==> config.mk <==
export PLATFORM = sky130hd
export DESIGN_NAME = hazard_stall_controller
export DESIGN_NICKNAME = d
export VERILOG_FILES = /design/src/rtl/hazard_stall_controller.sv
export SDC_FILE = /design/constraint.sdc
export NUM_CORES = 1
export LEC_CHECK = 0
export BUFFER_PORTS_ARGS = -buffer_cell sky130_fd_sc_hd__buf_2
export CAP_MARGIN = 0
export CORE_UTILIZATION = 30
export DETAILED_ROUTE_END_ITERATION = 7
export PLACE_DENSITY = 0.65
export SLEW_MARGIN = 15
export SYNTH_ARGS = -nofsm -noshare
export SYNTH_HDL_FRONTEND = slang
export SYNTH_SLANG_ARGS = --single-unit
==> constraint.sdc <==
create_clock -name clk -period 2.21 [get_ports clk]
set_clock_uncertainty 0.05 [all_clocks]
set_input_delay 0.221 -clock clk [delete_from_list [all_inputs] [get_ports clk]]
set_output_delay 0.221 -clock clk [all_outputs]
set_load 0.005 [all_outputs]
==> src/rtl/hazard_stall_controller.sv <==
// hazard_stall_controller
// ID-stage hazard unit: load-use and multi-cycle FP RAW/structural stall
// detection, FP issue/busy/writeback sequencing with float write-port
// arbitration against MEM/WB, and pipeline enable/bubble generation.
// Optional macro STALL_PERF_CNT_EN adds saturating stall counters; without it
// both counter outputs are tied to zero.
module hazard_stall_controller #(
  parameter int FP_LATENCY = 4,
  parameter int CNT_W      = 16
) (
  input  logic             clk,
  input  logic             rst_n,
  input  logic [4:0]       rs_ID,
  input  logic [4:0]       rt_ID,
  input  logic             uses_rs_ID,
  input  logic             uses_rt_ID,
  input  logic             float_src_ID,
  input  logic             fp_issue_ID,
  input  logic [4:0]       fp_dest_ID,
  input  logic             MemRead_ID_EX,
  input  logic             GeneralRegWrite_ID_EX,
  input  logic             FloatRegWrite_ID_EX,
  input  logic [4:0]       write_reg_ID_EX,
  input  logic             FloatRegWrite_MEM_WB,
  output logic             pc_write_en,
  output logic             if_id_write_en,
  output logic             id_ex_bubble,
  output logic             fp_accept,
  output logic             fp_busy,
  output logic             fp_wb_valid,
  output logic [4:0]       fp_wb_reg,
  output logic [CNT_W-1:0] load_use_stalls,
  output logic [CNT_W-1:0] fp_stalls
);

  localparam int CNT_BITS = (FP_LATENCY > 1) ? $clog2(FP_LATENCY) : 1;
  localparam logic [CNT_BITS-1:0] CNT_LOAD = CNT_BITS'(FP_LATENCY - 1);

  typedef enum logic [1:0] {
    IDLE    = 2'd0,
    BUSY    = 2'd1,
    WB_WAIT = 2'd2
  } state_t;

  state_t              state_q, state_d;
  logic [CNT_BITS-1:0] cnt_q, cnt_d;
  logic [4:0]          fp_dest_q;

  logic load_use;
  logic fp_raw;
  logic fp_struct;
  logic stall;
  logic ex_writes_src_file;

  // Hazard detection and pipeline control from current state and ID/EX inputs
  always_comb begin
    ex_writes_src_file = float_src_ID ? FloatRegWrite_ID_EX : GeneralRegWrite_ID_EX;
    load_use = MemRead_ID_EX && (write_reg_ID_EX != 5'd0) && ex_writes_src_file &&
               ((uses_rs_ID && (rs_ID == write_reg_ID_EX)) ||
                (uses_rt_ID && (rt_ID == write_reg_ID_EX)));
    fp_busy   = (state_q != IDLE);
    fp_raw    = fp_busy && float_src_ID &&
                ((uses_rs_ID && (rs_ID == fp_dest_q)) ||
                 (uses_rt_ID && (rt_ID == fp_dest_q)));
    fp_struct = fp_issue_ID && fp_busy;
    stall     = load_use || fp_raw || fp_struct;

    pc_write_en    = !stall;
    if_id_write_en = !stall;
    id_ex_bubble   = stall;
    fp_accept      = fp_issue_ID && !stall;
  end

  // FSM state, latency counter and latched FP destination
  always_ff @(posedge clk or negedge rst_n) begin
    if (!rst_n) begin
      state_q   <= IDLE;
      cnt_q     <= '0;
      fp_dest_q <= '0;
    end else begin
      state_q <= state_d;
      cnt_q   <= cnt_d;
      if (fp_accept) begin
        fp_dest_q <= fp_dest_ID;
      end
    end
  end

  // FSM next state and writeback grant; MEM/WB always wins the float write port
  always_comb begin
    state_d     = state_q;
    cnt_d       = cnt_q;
    fp_wb_valid = 1'b0;
    case (state_q)
      IDLE: begin
        if (fp_accept) begin
          state_d = BUSY;
          cnt_d   = CNT_LOAD;
        end
      end
      BUSY: begin
        if (cnt_q != '0) begin
          cnt_d = cnt_q - CNT_BITS'(1);
        end else if (!FloatRegWrite_MEM_WB) begin
          fp_wb_valid = 1'b1;
          state_d     = IDLE;
        end else begin
          state_d = WB_WAIT;
        end
      end
      WB_WAIT: begin
        if (!FloatRegWrite_MEM_WB) begin
          fp_wb_valid = 1'b1;
          state_d     = IDLE;
        end
      end
      default: begin
        state_d = IDLE;
      end
    endcase
    fp_wb_reg = fp_wb_valid ? fp_dest_q : 5'd0;
  end

`ifdef STALL_PERF_CNT_EN
  logic [CNT_W-1:0] load_use_cnt_q;
  logic [CNT_W-1:0] fp_cnt_q;

  // Saturating stall counters
  always_ff @(posedge clk or negedge rst_n) begin
    if (!rst_n) begin
      load_use_cnt_q <= '0;
      fp_cnt_q       <= '0;
    end else begin
      if (load_use && (load_use_cnt_q != '1)) begin
        load_use_cnt_q <= load_use_cnt_q + CNT_W'(1);
      end
      if ((fp_raw || fp_struct) && (fp_cnt_q != '1)) begin
        fp_cnt_q <= fp_cnt_q + CNT_W'(1);
      end
    end
  end

  assign load_use_stalls = load_use_cnt_q;
  assign fp_stalls       = fp_cnt_q;
`else
  assign load_use_stalls = '0;
  assign fp_stalls       = '0;
`endif

endmodule

==> out/results.tsv <==
metric	value	unit
status	finished, final reports clean	
Synth async-reset ratio	1.00	
CTS Buf Count	3	
pre-CTS setup slack	0.360	ns
largest family of logic cells by synthesized area	buffers and inverters	
crit start category	register	
CP required	1.94	ns
Port Buffer Count	40	
Net Sw Power	0.444	mW
worst skew pair latency	0.22	ns
CP arrival	1.77	ns
Critical Path Slowest Stage Cell	dfrtp_2	
CTS tree	done	
worst hold margin	0.174	ns
Synth-to-Final Area Change	17.2	%
Placer Congestion	0.858	
Buf+Inv Stages, Crit Path	1	
Final Hold Fails	0	
fin crit share	0.923	
post-synthesis sequential area ratio	0.202	
Final Net Count	202	
multi-input combinational cell area	732	sq um
peak supply drop	461	uV
Final ANT Viol Nets	0	
fin crit period	2.04	ns
Longest Clk Path Bufs	2	
Critical Path End Type	primary output	
FMAX	490	MHz
pwr dens	867	nW/um^2
Antenna Cells	0	
Avg Vias per Cell	4.12	
Worst Reg-to-Reg Cells	5	
number of global-route vias before repair	816	
Gate power share	0.539	
Switching Share	0.392	
Synth area leader	buf_4	
min-delay worst type	input port to register	
top post-synthesis cells by area	buf_4 (22%), dfrtp_1 (20%), xor2_1 (13%), mux2_4 (6.7%), ha_1 (4.5%)	
mean post-synth cell area	9.06	sq um
synth unique cells	30	
Synth Area in Compound Gates	0.125	
first-pass GRT wire length	3.56	mm
synthesized flop and latch total	9	
initial core utilization	0.324	
CTS sink cnt	9	
hold depth	2	
Tot Pwr	1.13	mW
Storage cell area	228	sq um
worst-path fanout max	4	
LEAKAGE	0.701	nW
total track usage	0.111	
simple-gate share of the synthesized area	0.145	
Crit path largest cell delay	0.42	ns
Yosys warning total	0	
max-slew violations	0	
top cells by count, synth	buf_4 (33), xor2_1 (16), dfrtp_1 (9)	
part of the power in registers	0.300	
mux contribution to synthesized area	0.0774	
Die W	63.0	um
max-cap violations	0	
total number of vias	878	
largest net degree at the start of global routing	10	
Ports	73	
critical path depth	7	
Synth Area in XOR/XNOR	0.157	
Synth Flop Type	dfrtp_1	
number of synthesized flops with an enable pin	0	
drt total wl	2.14	mm
routed len/inst	10.1	um
Pint	0.688	mW
TNS Setup	0	ns
Mapped Area	1110	sq um
initial antenna violation count	0	
Post-Syn Instances	123	
layout cells sized above 1	0.347	
most frequent cell after synthesis	buf_4	
dpl hpwl	1.89	mm
CTS H-tree depth	1	
post-synthesis adder-cell area fraction	0.0449	
endpoints failing setup	0	
CP Class	register to primary output	
crit-path cells	xor2_1 -> nor4_1 -> and3_1 -> o21ai_0 -> a21oi_1 -> or2_1 -> buf_2	
gr ovfl total	0	
# rows	21	
CP top delay family	simple AND/OR/NAND/NOR gates	
Chip Height	63.0	um
Clk network pwr share	0.161	
RSZ-0062 raised after global routing	false	
FILL cells	366	
top cell type's share of synthesized area	0.222	
DRC Markers	0	
die area	3960	sq um
Detailed Routing Iterations Pass 1	2	
clock slew seen by the registers of the worst setup and hold paths	0.04	ns
core area	3440	sq um
final setup margin	0.169	ns
initial DRC count	9	
Root Buffer	clkbuf_8	
flip-flops by register name, indices dropped and copies added, names as in the netlist:
register   cells
fp_dest_q      5
cnt_q          2
state_q        2
layout make-up:
class / instances / share of cell area
multi-input cells: 105 / 0.560
flip-flops and latches: 9 / 0.174
repair buffers: 42 / 0.167
well taps: 46 / 0.0441
clock buffers: 4 / 0.0345
inverters: 7 / 0.0201
stage by stage:
step,cell area [sq um],util,instances
6_report,1310,0.379,213
5_1_grt,1310,0.379,213
4_1_cts,1300,0.379,213
3_5_place_dp,1250,0.363,208
3_3_place_gp,1250,0.363,208
2_1_floorplan,1230,-,154
final timing paths:
kind	from	endpoint	slack, ns
worst min register to register	cnt_q[0]$_DFFE_PN0P_	cnt_q[0]$_DFFE_PN0P_	0.48
min in group asynchronous	rst_n	fp_dest_q[0]$_DFFE_PN0P_	0.32
max in group asynchronous	rst_n	fp_dest_q[1]$_DFFE_PN0P_	1.59
worst min-delay path	fp_dest_ID[4]	fp_dest_q[4]$_DFFE_PN0P_	0.17
worst max register to register	state_q[0]$_DFFE_PN0P_	state_q[1]$_DFFE_PN0P_	0.60
worst max-delay path	fp_dest_q[1]$_DFFE_PN0P_	id_ex_bubble	0.17
placed cells by master (no fill, tap or decap), drive strengths merged:
cell type,n
or2,1
xor2,16
ha,4
nand3,1
nor3,2
a311oi,2
inv,7
a41o,1
dlygate4sd3,1
conb,32
clkbuf,4
and3,4
o21a,2
dfrtp,9
o21ai,3
nor2,3
a31oi,2
and2,5
o211ai,1
mux2,6
a21oi,7
nor3b,1
nand2,3
xnor2,4
nor2b,1
buf,41
nor4,4
power by group through the flow:
| stage | combinational (mW) | clock [mW] | sequential (mW) |
|---|---|---|---|
| finish | 0.610 | 0.182 | 0.340 |
| global route | 0.676 | 0.199 | 0.360 |
| CTS | 0.614 | 0.188 | 0.338 |
| detailed placement | 0.607 | 0 | 0.341 |
| global placement | 0.601 | 0 | 0.340 |
| floorplan | 0.500 | 0 | 0.315 |
layer usage:
layer / wire length (um) / track usage / up-vias / part of all wire
met5: 0 / 0 / - / 0
met4: 24 / 0.0552 / 0 / 0.011
met3: 119 / 0.00730 / 4 / 0.056
met2: 980 / 0.179 / 42 / 0.46
met1: 1020 / 0.149 / 393 / 0.47
li1: - / - / 439 / -
timing repair:
action	CTS	global route
hold endpoints to repair	9	0
hold buffers	1	0
setup endpoints to repair	0	3
gates resized for setup	0	2
setup buffers	0	0
cells by family after synthesis:
kind of cell             Yosys count
AND/OR/NAND/NOR                   25
buffers and inverters             40
multiplexers                       6
XOR/XNOR                          20
AO/OA/AOI/OAI                     18
adder cells (fa/ha/maj)            4
flip-flops                         9
other                              1
Power figures use the tool's default switching activity.
